$ cat config.mk
export PLATFORM = sky130hd
export DESIGN_NAME = modstick_master
export DESIGN_NICKNAME = d
export VERILOG_FILES = /design/src/rtl/modstick_master_pkg.sv /design/src/rtl/modstick_master_crc16.sv /design/src/rtl/modstick_master.sv
export SDC_FILE = /design/constraint.sdc
export NUM_CORES = 1
export LEC_CHECK = 0
export ABC_AREA = 0
export BUFFER_PORTS_ARGS = -buffer_cell sky130_fd_sc_hd__buf_2
export CAP_MARGIN = 20
export CORE_ASPECT_RATIO = 1.1
export CORE_UTILIZATION = 45
export CTS_CLUSTER_DIAMETER = 30
export DETAILED_ROUTE_END_ITERATION = 16
export PLACE_DENSITY_LB_ADDON = 0.08
export SYNTH_ARGS = -nofsm -noshare
export SYNTH_HDL_FRONTEND = slang
export SYNTH_SLANG_ARGS = --single-unit
$ cat constraint.sdc
create_clock -name clk -period 5 [get_ports clk]
set_input_delay 1 -clock clk [delete_from_list [all_inputs] [get_ports clk]]
set_output_delay 1 -clock clk [all_outputs]
set_load 0.05 [all_outputs]
$ cat src/rtl/modstick_master_pkg.sv
// Shared encodings and constants for the Modbus RTU bus master.
// Also holds the byte-wide CRC-16/Modbus update function.
package modstick_master_pkg;

  typedef enum logic [2:0] {
    ST_RECV,
    ST_CHECK,
    ST_BUS,
    ST_WAIT_ACK,
    ST_TX
  } state_t;

  typedef enum logic [1:0] {
    RESP_READ,
    RESP_WRITE,
    RESP_EXC
  } resp_t;

  localparam logic [7:0]  FC_READ_HOLD      = 8'h03;
  localparam logic [7:0]  FC_WRITE_SINGLE   = 8'h06;
  localparam logic [7:0]  EXC_ILLEGAL_FC    = 8'h01;
  localparam logic [7:0]  EXC_ILLEGAL_VALUE = 8'h03;
  localparam logic [7:0]  EXC_TIMEOUT       = 8'h04;
  localparam logic [15:0] CRC_INIT          = 16'hFFFF;
  localparam logic [15:0] CRC_POLY          = 16'hA001;
  localparam int          MAX_QTY           = 8;
  localparam int          FRAME_LEN         = 8;

  function automatic logic [15:0] crc16_update(input logic [15:0] crc, input logic [7:0] data);
    logic [15:0] c;
    c = crc ^ {8'h00, data};
    for (int i = 0; i < 8; i++) begin
      c = c[0] ? ((c >> 1) ^ CRC_POLY) : (c >> 1);
    end
    return c;
  endfunction

endpackage

$ cat src/rtl/modstick_master_crc16.sv
// Byte-wide CRC-16/Modbus accumulator with synchronous clear.
module crc16_modbus
  import modstick_master_pkg::*;
(
  input  logic        clk,
  input  logic        reset,
  input  logic        clr,
  input  logic        en,
  input  logic [7:0]  data,
  output logic [15:0] crc
);

  always_ff @(posedge clk or negedge reset) begin
    if (!reset) begin
      crc <= CRC_INIT;
    end else if (clr) begin
      crc <= CRC_INIT;
    end else if (en) begin
      crc <= crc16_update(crc, data);
    end
  end

endmodule

$ cat src/rtl/modstick_master.sv
// Modbus RTU slave front end that acts as initiator on a simple register bus:
// decodes fc 03/06 requests, runs bus transactions, streams the RTU response.
module modstick_master
  import modstick_master_pkg::*;
#(
  parameter logic [7:0] SLAVE_ID    = 8'h01,
  parameter int         ACK_TIMEOUT = 8
) (
  input  logic        clk,
  input  logic        reset,
  input  logic [7:0]  rx_data,
  input  logic        rx_valid,
  input  logic        rx_eof,
  output logic [7:0]  tx_data,
  output logic        tx_valid,
  input  logic        tx_ready,
  output logic        valid,
  output logic        iswrite,
  output logic [15:0] addr,
  output logic [15:0] wdata,
  input  logic [15:0] rdata,
  input  logic        ack,
  output logic        frame_err
);

  state_t      state, state_next;
  resp_t       resp_kind;
  logic [3:0]  rx_cnt;
  logic [7:0]  req [FRAME_LEN];
  logic [15:0] rbuf [MAX_QTY];
  logic [3:0]  qty, idx;
  logic [7:0]  timer;
  logic [7:0]  exc_code, exc_next;
  logic        bcast, load_req, set_exc;
  logic [4:0]  tx_idx, pl_len, dat_off;
  logic [15:0] rx_crc, tx_crc, req_addr, req_val, word;
  logic [7:0]  tx_byte;
  logic        frame_ok, for_us, qty_ok, last_txn, timer_last, tx_fire;

  assign req_addr   = {req[2], req[3]};
  assign req_val    = {req[4], req[5]};
  assign frame_ok   = (rx_cnt == 4'd8) && (rx_crc == {req[7], req[6]});
  assign for_us     = (req[0] == SLAVE_ID) || (req[0] == 8'h00);
  assign qty_ok     = (req_val != 16'd0) && (req_val <= 16'(MAX_QTY));
  assign last_txn   = (idx + 4'd1) == qty;
  assign timer_last = timer == 8'(ACK_TIMEOUT - 1);
  assign valid      = (state == ST_BUS);
  assign tx_valid   = (state == ST_TX);
  assign tx_fire    = tx_valid && tx_ready;
  assign tx_data    = tx_valid ? tx_byte : 8'h00;

  // Only the six header bytes feed the receive CRC; the trailing two are compared against it.
  crc16_modbus u_rx_crc (
    .clk   (clk),
    .reset (reset),
    .clr   (state != ST_RECV),
    .en    ((state == ST_RECV) && rx_valid && (rx_cnt < 4'd6)),
    .data  (rx_data),
    .crc   (rx_crc)
  );

  crc16_modbus u_tx_crc (
    .clk   (clk),
    .reset (reset),
    .clr   (state != ST_TX),
    .en    (tx_fire && (tx_idx < pl_len)),
    .data  (tx_byte),
    .crc   (tx_crc)
  );

  always_comb begin
    state_next = state;
    load_req   = 1'b0;
    set_exc    = 1'b0;
    exc_next   = EXC_TIMEOUT;
    case (state)
      ST_RECV: if (rx_eof) state_next = ST_CHECK;
      ST_CHECK: begin
        state_next = ST_RECV;
        if (frame_ok && for_us) begin
          if (req[0] == 8'h00) begin
            if (req[1] == FC_WRITE_SINGLE) begin
              state_next = ST_BUS;
              load_req   = 1'b1;
            end
          end else if (req[1] == FC_READ_HOLD) begin
            if (qty_ok) begin
              state_next = ST_BUS;
              load_req   = 1'b1;
            end else begin
              state_next = ST_TX;
              set_exc    = 1'b1;
              exc_next   = EXC_ILLEGAL_VALUE;
            end
          end else if (req[1] == FC_WRITE_SINGLE) begin
            state_next = ST_BUS;
            load_req   = 1'b1;
          end else begin
            state_next = ST_TX;
            set_exc    = 1'b1;
            exc_next   = EXC_ILLEGAL_FC;
          end
        end
      end
      ST_BUS: state_next = ST_WAIT_ACK;
      ST_WAIT_ACK: begin
        if (ack) begin
          if (last_txn) state_next = bcast ? ST_RECV : ST_TX;
          else          state_next = ST_BUS;
        end else if (timer_last) begin
          state_next = bcast ? ST_RECV : ST_TX;
          set_exc    = 1'b1;
          exc_next   = EXC_TIMEOUT;
        end
      end
      ST_TX: if (tx_fire && (tx_idx == pl_len + 5'd1)) state_next = ST_RECV;
      default: state_next = ST_RECV;
    endcase
  end

  // Payload byte mux; the two CRC bytes follow the payload.
  always_comb begin
    case (resp_kind)
      RESP_READ:  pl_len = 5'd3 + {qty, 1'b0};
      RESP_WRITE: pl_len = 5'd6;
      default:    pl_len = 5'd3;
    endcase
    dat_off = tx_idx - 5'd3;
    word    = rbuf[dat_off[3:1]];
    tx_byte = 8'h00;
    if (tx_idx < pl_len) begin
      case (resp_kind)
        RESP_WRITE: tx_byte = req[tx_idx[2:0]];
        RESP_READ: begin
          if (tx_idx == 5'd0)      tx_byte = req[0];
          else if (tx_idx == 5'd1) tx_byte = FC_READ_HOLD;
          else if (tx_idx == 5'd2) tx_byte = {3'b000, qty, 1'b0};
          else                     tx_byte = dat_off[0] ? word[7:0] : word[15:8];
        end
        default: begin
          if (tx_idx == 5'd0)      tx_byte = req[0];
          else if (tx_idx == 5'd1) tx_byte = req[1] | 8'h80;
          else                     tx_byte = exc_code;
        end
      endcase
    end else if (tx_idx == pl_len) begin
      tx_byte = tx_crc[7:0];
    end else begin
      tx_byte = tx_crc[15:8];
    end
  end

  always_ff @(posedge clk or negedge reset) begin
    if (!reset) begin
      state     <= ST_RECV;
      rx_cnt    <= 4'd0;
      qty       <= 4'd0;
      idx       <= 4'd0;
      timer     <= 8'd0;
      resp_kind <= RESP_EXC;
      exc_code  <= 8'h00;
      bcast     <= 1'b0;
      tx_idx    <= 5'd0;
      addr      <= 16'h0000;
      wdata     <= 16'h0000;
      iswrite   <= 1'b0;
      frame_err <= 1'b0;
    end else begin
      state     <= state_next;
      frame_err <= (state == ST_CHECK) && !frame_ok;
      if (state != ST_RECV)                  rx_cnt <= 4'd0;
      else if (rx_valid && rx_cnt != 4'd9)   rx_cnt <= rx_cnt + 4'd1;
      if (load_req) begin
        addr      <= req_addr;
        wdata     <= req_val;
        iswrite   <= (req[1] == FC_WRITE_SINGLE);
        qty       <= (req[1] == FC_WRITE_SINGLE) ? 4'd1 : req_val[3:0];
        idx       <= 4'd0;
        bcast     <= (req[0] == 8'h00);
        resp_kind <= (req[1] == FC_WRITE_SINGLE) ? RESP_WRITE : RESP_READ;
      end
      if (set_exc) begin
        resp_kind <= RESP_EXC;
        exc_code  <= exc_next;
      end
      if (state == ST_BUS)           timer <= 8'd0;
      else if (state == ST_WAIT_ACK) timer <= timer + 8'd1;
      if (state == ST_WAIT_ACK && ack) begin
        idx <= idx + 4'd1;
        if (!iswrite) addr <= addr + 16'd1;
      end
      if (state != ST_TX) tx_idx <= 5'd0;
      else if (tx_fire)   tx_idx <= tx_idx + 5'd1;
    end
  end

  always_ff @(posedge clk) begin
    if (state == ST_RECV && rx_valid && rx_cnt < 4'd8) req[rx_cnt[2:0]] <= rx_data;
    if (state == ST_WAIT_ACK && ack && !iswrite)       rbuf[idx[2:0]] <= rdata;
  end

endmodule

; ---- Yosys cells after proc, flatten, opt, wreduce, memory -nomap -nowiden
; Memories as Yosys holds them, arrays and structs flattened.
; Index checks and enable logic that the tools add are counted.
; W data, S select, Z words.
[word_totals]
inputBits = 30
rom_bits = 0
ramBits = 192
latch_bits = 0
word_cells = 181
regBits = 105
output_inout_bits = 44
memories = 2
[mem_list]
columns = memory, words, word_bits, rd, rd_ports_with_merged_regs, wr, line
row1 = rbuf, 8, 16, 1, 0, 1, modstick_master.sv:30  ; logic [15:0] rbuf [MAX_QTY];
row2 = req, 8, 8, 9, 0, 1, modstick_master.sv:29  ; logic [7:0] req [FRAME_LEN];
[op_classes]
magnitude_cmp = 4
n_div = 0
multipliers = 0
n_addsub = 8
muxes = 83
n_reduce_logical = 30
shift = 0
bitwise_logic = 18
n_eq_ne = 21
[ops]
columns = operator, n
row1 = $mux W16, 23
row2 = $mux W8, 15
row3 = $not A2 Y3, 16
row4 = $mux W3, 13
row5 = $xor A16 B8 Y16, 2
row6 = $mux W4, 5
row7 = $mux W1, 18
row8 = $add A16 B1 Y16 const B, 1
row9 = $eq A16 B16 Y1, 1
row10 = $eq A8 B3 Y1 const B, 2
row11 = $le A16 B4 Y1 const B, 1
row12 = $pmux W8 S2, 1
row13 = $reduce_bool A16 Y1, 1
row14 = $pmux W3 S5, 1
row15 = $reduce_bool A2 Y1, 7
row16 = $logic_and A1 B1 Y1, 13
row17 = $add A5 B1 Y5 const B, 2
row18 = $eq A5 B5 Y1, 2
row19 = $mux W5, 2
row20 = $pmux W5 S2, 1
row21 = $add A4 B1 Y4 const B, 2
row22 = $add A8 B1 Y8 const B, 1
row23 = $eq A8 B1 Y1 const B, 1
row24 = $eq A8 B2 Y1 const B, 1
row25 = 27 further kinds, 32

; ---- Logic depth before layout (Yosys ltp)
; An unclocked memory read counts as a cell.
[depth]
depth_word = 27
mapped_depth = 17
mapped_depth_nobuf = 15

; ---- Modules after synthesis
; Synthesis repeated with hierarchy kept, for this count alone.
[hier_totals]
hier_cells = 1049
area_unflattened_um2 = 13862.0
[by_module_without_submodules]
columns = mod, instances, cells_per_inst, seq_area_each_um2, area_each_um2
row1 = modstick_master, 1, 877, 7468.4, 12075.3
row2 = crc16_modbus at u_tx_crc, 1, 86, 420.4, 894.6
row3 = crc16_modbus at u_rx_crc, 1, 86, 420.4, 892.1

; ---- Worst setup path before layout
; No wires, ideal clock.
[synth_path]
path_kind = reg2out
from = register tx_idx[1]
to = output tx_data[1]
n_path_buf = 5
t_arrival_ns = 3.777
stages_incl_launch_ff = 13
setup_slack_ns = 0.223
t_required_ns = 4.000
path_cell_list = dfrtp_1 -> buf_1 -> buf_2 -> inv_1 -> ha_1 -> buf_2 -> clkbuf_8 -> clkbuf_1 -> a311oi_1 -> a31oi_1 -> a21oi_1 -> nor2_1 -> a211oi_1
[synth_between]
elab_chain_cells = 9
word_cells_on_any_way = 18
cone_classes = add/sub: 1 / order compare: 1 / eq/ne: 3 / mux: 10 / reduce/logical: 1 / memory: 2
[synth_rtl]
columns = element, line
row1 = "start, declared", modstick_master.sv:35  ; logic [4:0] tx_idx, pl_len, dat_off;
row2 = "start signal, assigned", modstick_master.sv:193  ; else if (tx_fire) tx_idx <= tx_idx + 5'd1;
row3 = $sub A4 B2 Y4, modstick_master.sv:128  ; dat_off = tx_idx - 5'd3;
row4 = $mem_v2 Z8 W16, --
row5 = $mux W8, modstick_master.sv:138  ; else tx_byte = dat_off[0] ? word[7:0] : word[15:8];
row6 = $mux W8, modstick_master.sv:137  ; else if (tx_idx == 5'd2) tx_byte = {3'b000, qty, 1'b0};
row7 = $mux W8, modstick_master.sv:136  ; else if (tx_idx == 5'd1) tx_byte = FC_READ_HOLD;
row8 = $mux W8, modstick_master.sv:135  ; if (tx_idx == 5'd0) tx_byte = req[0];
row9 = $pmux W8 S2, modstick_master.sv:132  ; case (resp_kind)
row10 = $mux W8 (*), modstick_master.sv:131  ; if (tx_idx < pl_len) begin
row11 = $mux W8 (*), modstick_master.sv:50  ; assign tx_data = tx_valid ? tx_byte : 8'h00;
row12 = "end, declared", modstick_master.sv:14  ; output logic [7:0] tx_data,
; Mark *: on every way between the ends. The rest lies on a longest branch, timed or not.

; ---- Final worst setup path
[layout_path]
from = register tx_idx[0]
to = output tx_data[4]
; Same word-level chain as after synthesis.

==> flow_metrics.env <==
export IMPL_cts_max_level=3
export IMPL_synthArstFlopShare_pct=34.2
export IMPL_status="finished clean"
export IMPL_yosysSeqAreaShare_pct=59.5
export IMPL_clk_pin_slew_worst_paths_ns=0.05
export IMPL_end_kind="primary output"
export IMPL_crit_required_ns=4.00
export IMPL_synth_edf_count=192
export IMPL_ir_drop_uv=372
export IMPL_grt_pass1_vias=9566
export IMPL_die_area_um2=31700
export IMPL_synthDistinctLibCells=77
export IMPL_tightest_slew_ns=0.905
export IMPL_grt_antenna_before_repair=0
export IMPL_final_antenna_net_count=0
export IMPL_hold_class="reg2reg"
export IMPL_critical_path_class="reg2out"
export IMPL_power_density_nw_per_um2=522
export IMPL_io_buffers=73
export IMPL_fill_cells=2621
export IMPL_rsz0062_at_grt="no"
export IMPL_max_slew_margin_rel_pct=39.1
export IMPL_cts_root_buf="clkbuf_16"
export IMPL_cp_max_fo=10
export IMPL_area_delta_synth_final_pct=22.6
export IMPL_gp_congestion=0.900
export IMPL_period_share_pct=95.4
export IMPL_diodes=0
export IMPL_overflow=0
export IMPL_cap_violations=0
export IMPL_final_cell_mix="edfxtp_1 (192), nand2_1 (118), nor2_1 (85)"
export IMPL_dp_cells=1557
export IMPL_cts_inserted_buffers=68
export IMPL_io_pins=74
export IMPL_cts_tree="done"
export IMPL_wl_per_cell_um=21.5
export IMPL_finalClockSkew_ns=0.0278
export IMPL_finalSetupTns_ns=0
export IMPL_syn_inst=1095
export IMPL_cp_start_kind="flip-flop"
export IMPL_arrival_ns=3.77
export IMPL_grt_use_total_pct=23.6
export IMPL_clock_path_buffers=3
export IMPL_routed_via_density=5.56
export IMPL_fmax_ghz=0.210
export IMPL_drt_iter0_drc=825
export IMPL_synth_ff_type="edfxtp_1"
export IMPL_setup_viol=0
export IMPL_hold_viol_final=0
export IMPL_vias=9363
export IMPL_syn_cell_area_um2=14000
export IMPL_ys_warn_count=0
export IMPL_first_pass_iters=5
export IMPL_holdBufCountCts=0
export IMPL_dp_hpwl_um=24300
export IMPL_post_route_min_period_ns=4.77
export IMPL_total_power_uw=8930
export IMPL_drc=0
export IMPL_nNetsFinal=1260
export IMPL_drv_slew=0
export IMPL_grt_max_degree=59
export IMPL_drive_gt1_share_pct=26.0
export IMPL_drt_wl_total_um=36200
export IMPL_grt_first_pass_wirelength_um=56200
export IMPL_numClockSinks=292
export IMPL_fp_row_count=67
export IMPL_avgSynthCellArea_um2=12.7
export IMPL_initial_core_util_pct=45.7
export IMPL_die_w_um=170
export IMPL_stdcell_count=1684
export IMPL_hold_slack_ns=0.494
export IMPL_die_height_um=187
export IMPL_synth_nets=1140
export IMPL_coreArea_um2=30500
export IMPL_insertion_delay_ns=0.58
export IMPL_layout_commonest_cell="edfxtp_1"
export IMPL_leakagePower_uw=0.00652
export IMPL_postSynthRegisterBits=292
==> per-layer routing <==
| layer | GRT usage (%) | part of all wire (%) | up-vias |
|---|---|---|---|
| li1 | - | - | 4358 |
| met5 | 0 | 0 | - |
| met1 | 33.3 | 46 | 4689 |
| met4 | 9.81 | 2.7 | 0 |
| met3 | 4.98 | 5.5 | 73 |
| met2 | 35.5 | 46 | 243 |
==> worst max-delay path, cell delays in order (launching register included) <==
cell	delay (ns)
dfrtp_1	0.38
inv_1	0.07
ha_1	0.45
buf_4	0.24
nor2b_1	0.37
nand2_1	0.18
o21ai_0	0.23
nor4_1	0.13
o41a_1	0.45
o22a_1	0.22
nor2_1	0.16
buf_2	0.31
==> worst paths after layout <==
| check | start | endpoint | slack, ns | cells past startpoint |
|---|---|---|---|---|
| worst max-delay path | tx_idx[0]$_DFFE_PN0P_ | tx_data[4] | 0.23 | 11 |
| worst min-delay path | wdata[13]$_DFFE_PN0P_ | wdata[13]$_DFFE_PN0P_ | 0.49 | 1 |
| worst max register to register | tx_idx[0]$_DFFE_PN0P_ | u_tx_crc.crc[0]$_DFFE_PN1P_ | 0.68 | 13 |
| worst min register to register | wdata[13]$_DFFE_PN0P_ | wdata[13]$_DFFE_PN0P_ | 0.49 | 1 |
| max in group asynchronous | reset | tx_idx[3]$_DFFE_PN0P_ | 3.37 | 2 |
| min in group asynchronous | reset | timer[5]$_DFFE_PN0P_ | 0.51 | 1 |
==> power by group <==
group          internal, uW  switching [uW]
Sequential             2830             246
Combinational           570             874
Clock                  3000            1410
==> state kept, by name, summed over array words and instances, names as in the netlist, 4 cells and up <==
name	cells
timer	8
u_rx_crc.crc	16
u_tx_crc.crc	16
addr	16
qty	4
req	64
wdata	16
rx_cnt	4
rbuf	128
tx_idx	5
idx	4
==> cell families after synthesis <==
group	after synthesis	synth area share, %
AO/OA/AOI/OAI	185	8.62
buffers and inverters	69	2.85
flip-flops	292	59.5
adder cells (fa/ha/maj)	15	1.34
XOR/XNOR	88	6.06
AND/OR/NAND/NOR	367	12.4
multiplexers	79	9.17
==> metrics by stage <==
step                      area [um2]  worst slack, ns  utilization [%]
after floorplan                14000            0.223                -
after global placement         14800            0.594             48.4
after detailed placement       14800            0.410             48.4
after CTS                      17100           0.0808             56.1
after global routing           17100          0.00938             56.1
final                          17100            0.231             56.1
==> area by class of cell <==
class / count / area, um2 / share of cell area (%)
Multi-Input combinational cell: 734 / 5310 / 31.0
Sequential cell: 292 / 8310 / 48.6
Inverter: 16 / 60.1 / 0.351
Tap cell: 414 / 518 / 3.03
Clock buffer: 82 / 1760 / 10.3
Timing Repair Buffer: 103 / 606 / 3.54
Clock inverter: 43 / 543 / 3.17
==> synth_stat cells (3+ instances only) <==
| cell | instances | area, um2 |
|---|---|---|
| nand2b_1 | 12 | 75.1 |
| o22a_1 | 3 | 26.3 |
| a211oi_1 | 5 | 37.5 |
| o22ai_1 | 9 | 56.3 |
| a22o_1 | 4 | 35.0 |
| clkbuf_1 | 32 | 120 |
| mux4_2 | 29 | 653 |
| clkbuf_8 | 10 | 138 |
| or3_1 | 3 | 18.8 |
| a21o_1 | 3 | 22.5 |
| or2_2 | 5 | 31.3 |
| xnor2_1 | 56 | 490 |
| mux2i_1 | 21 | 210 |
| a21oi_1 | 55 | 275 |
| edfxtp_1 | 192 | 5770 |
| nand3_1 | 33 | 165 |
| nand2_1 | 118 | 443 |
| o41ai_1 | 3 | 26.3 |
| and3_1 | 3 | 18.8 |
| a311oi_1 | 3 | 26.3 |
| o21ai_0 | 45 | 225 |
| o2bb2ai_1 | 3 | 26.3 |
| mux2_2 | 23 | 259 |
| xor2_1 | 24 | 210 |
| a31oi_1 | 8 | 50.1 |
| dfrtp_1 | 67 | 1680 |
| ha_1 | 15 | 188 |
| inv_1 | 16 | 60.1 |
| nor3b_1 | 7 | 52.6 |
| xnor2_2 | 4 | 65.1 |
| o211ai_1 | 14 | 105 |
| nor4_1 | 13 | 81.3 |
| nor3_1 | 45 | 225 |
| dfstp_2 | 33 | 867 |
| buf_6 | 4 | 45.0 |
| buf_2 | 4 | 20.0 |
| nor2b_1 | 13 | 81.3 |
| nor2_1 | 88 | 330 |
| mux4_1 | 6 | 158 |
| nand4_1 | 11 | 68.8 |
| and2_1 | 5 | 31.3 |
| a22oi_1 | 5 | 37.5 |
==> repair_timing <==
item,CTS,global route
setup buffers,2,0
setup endpoints to repair,3,1
gates resized for setup,1,1
pin swaps,1,0
Power figures use the tool's default switching activity.
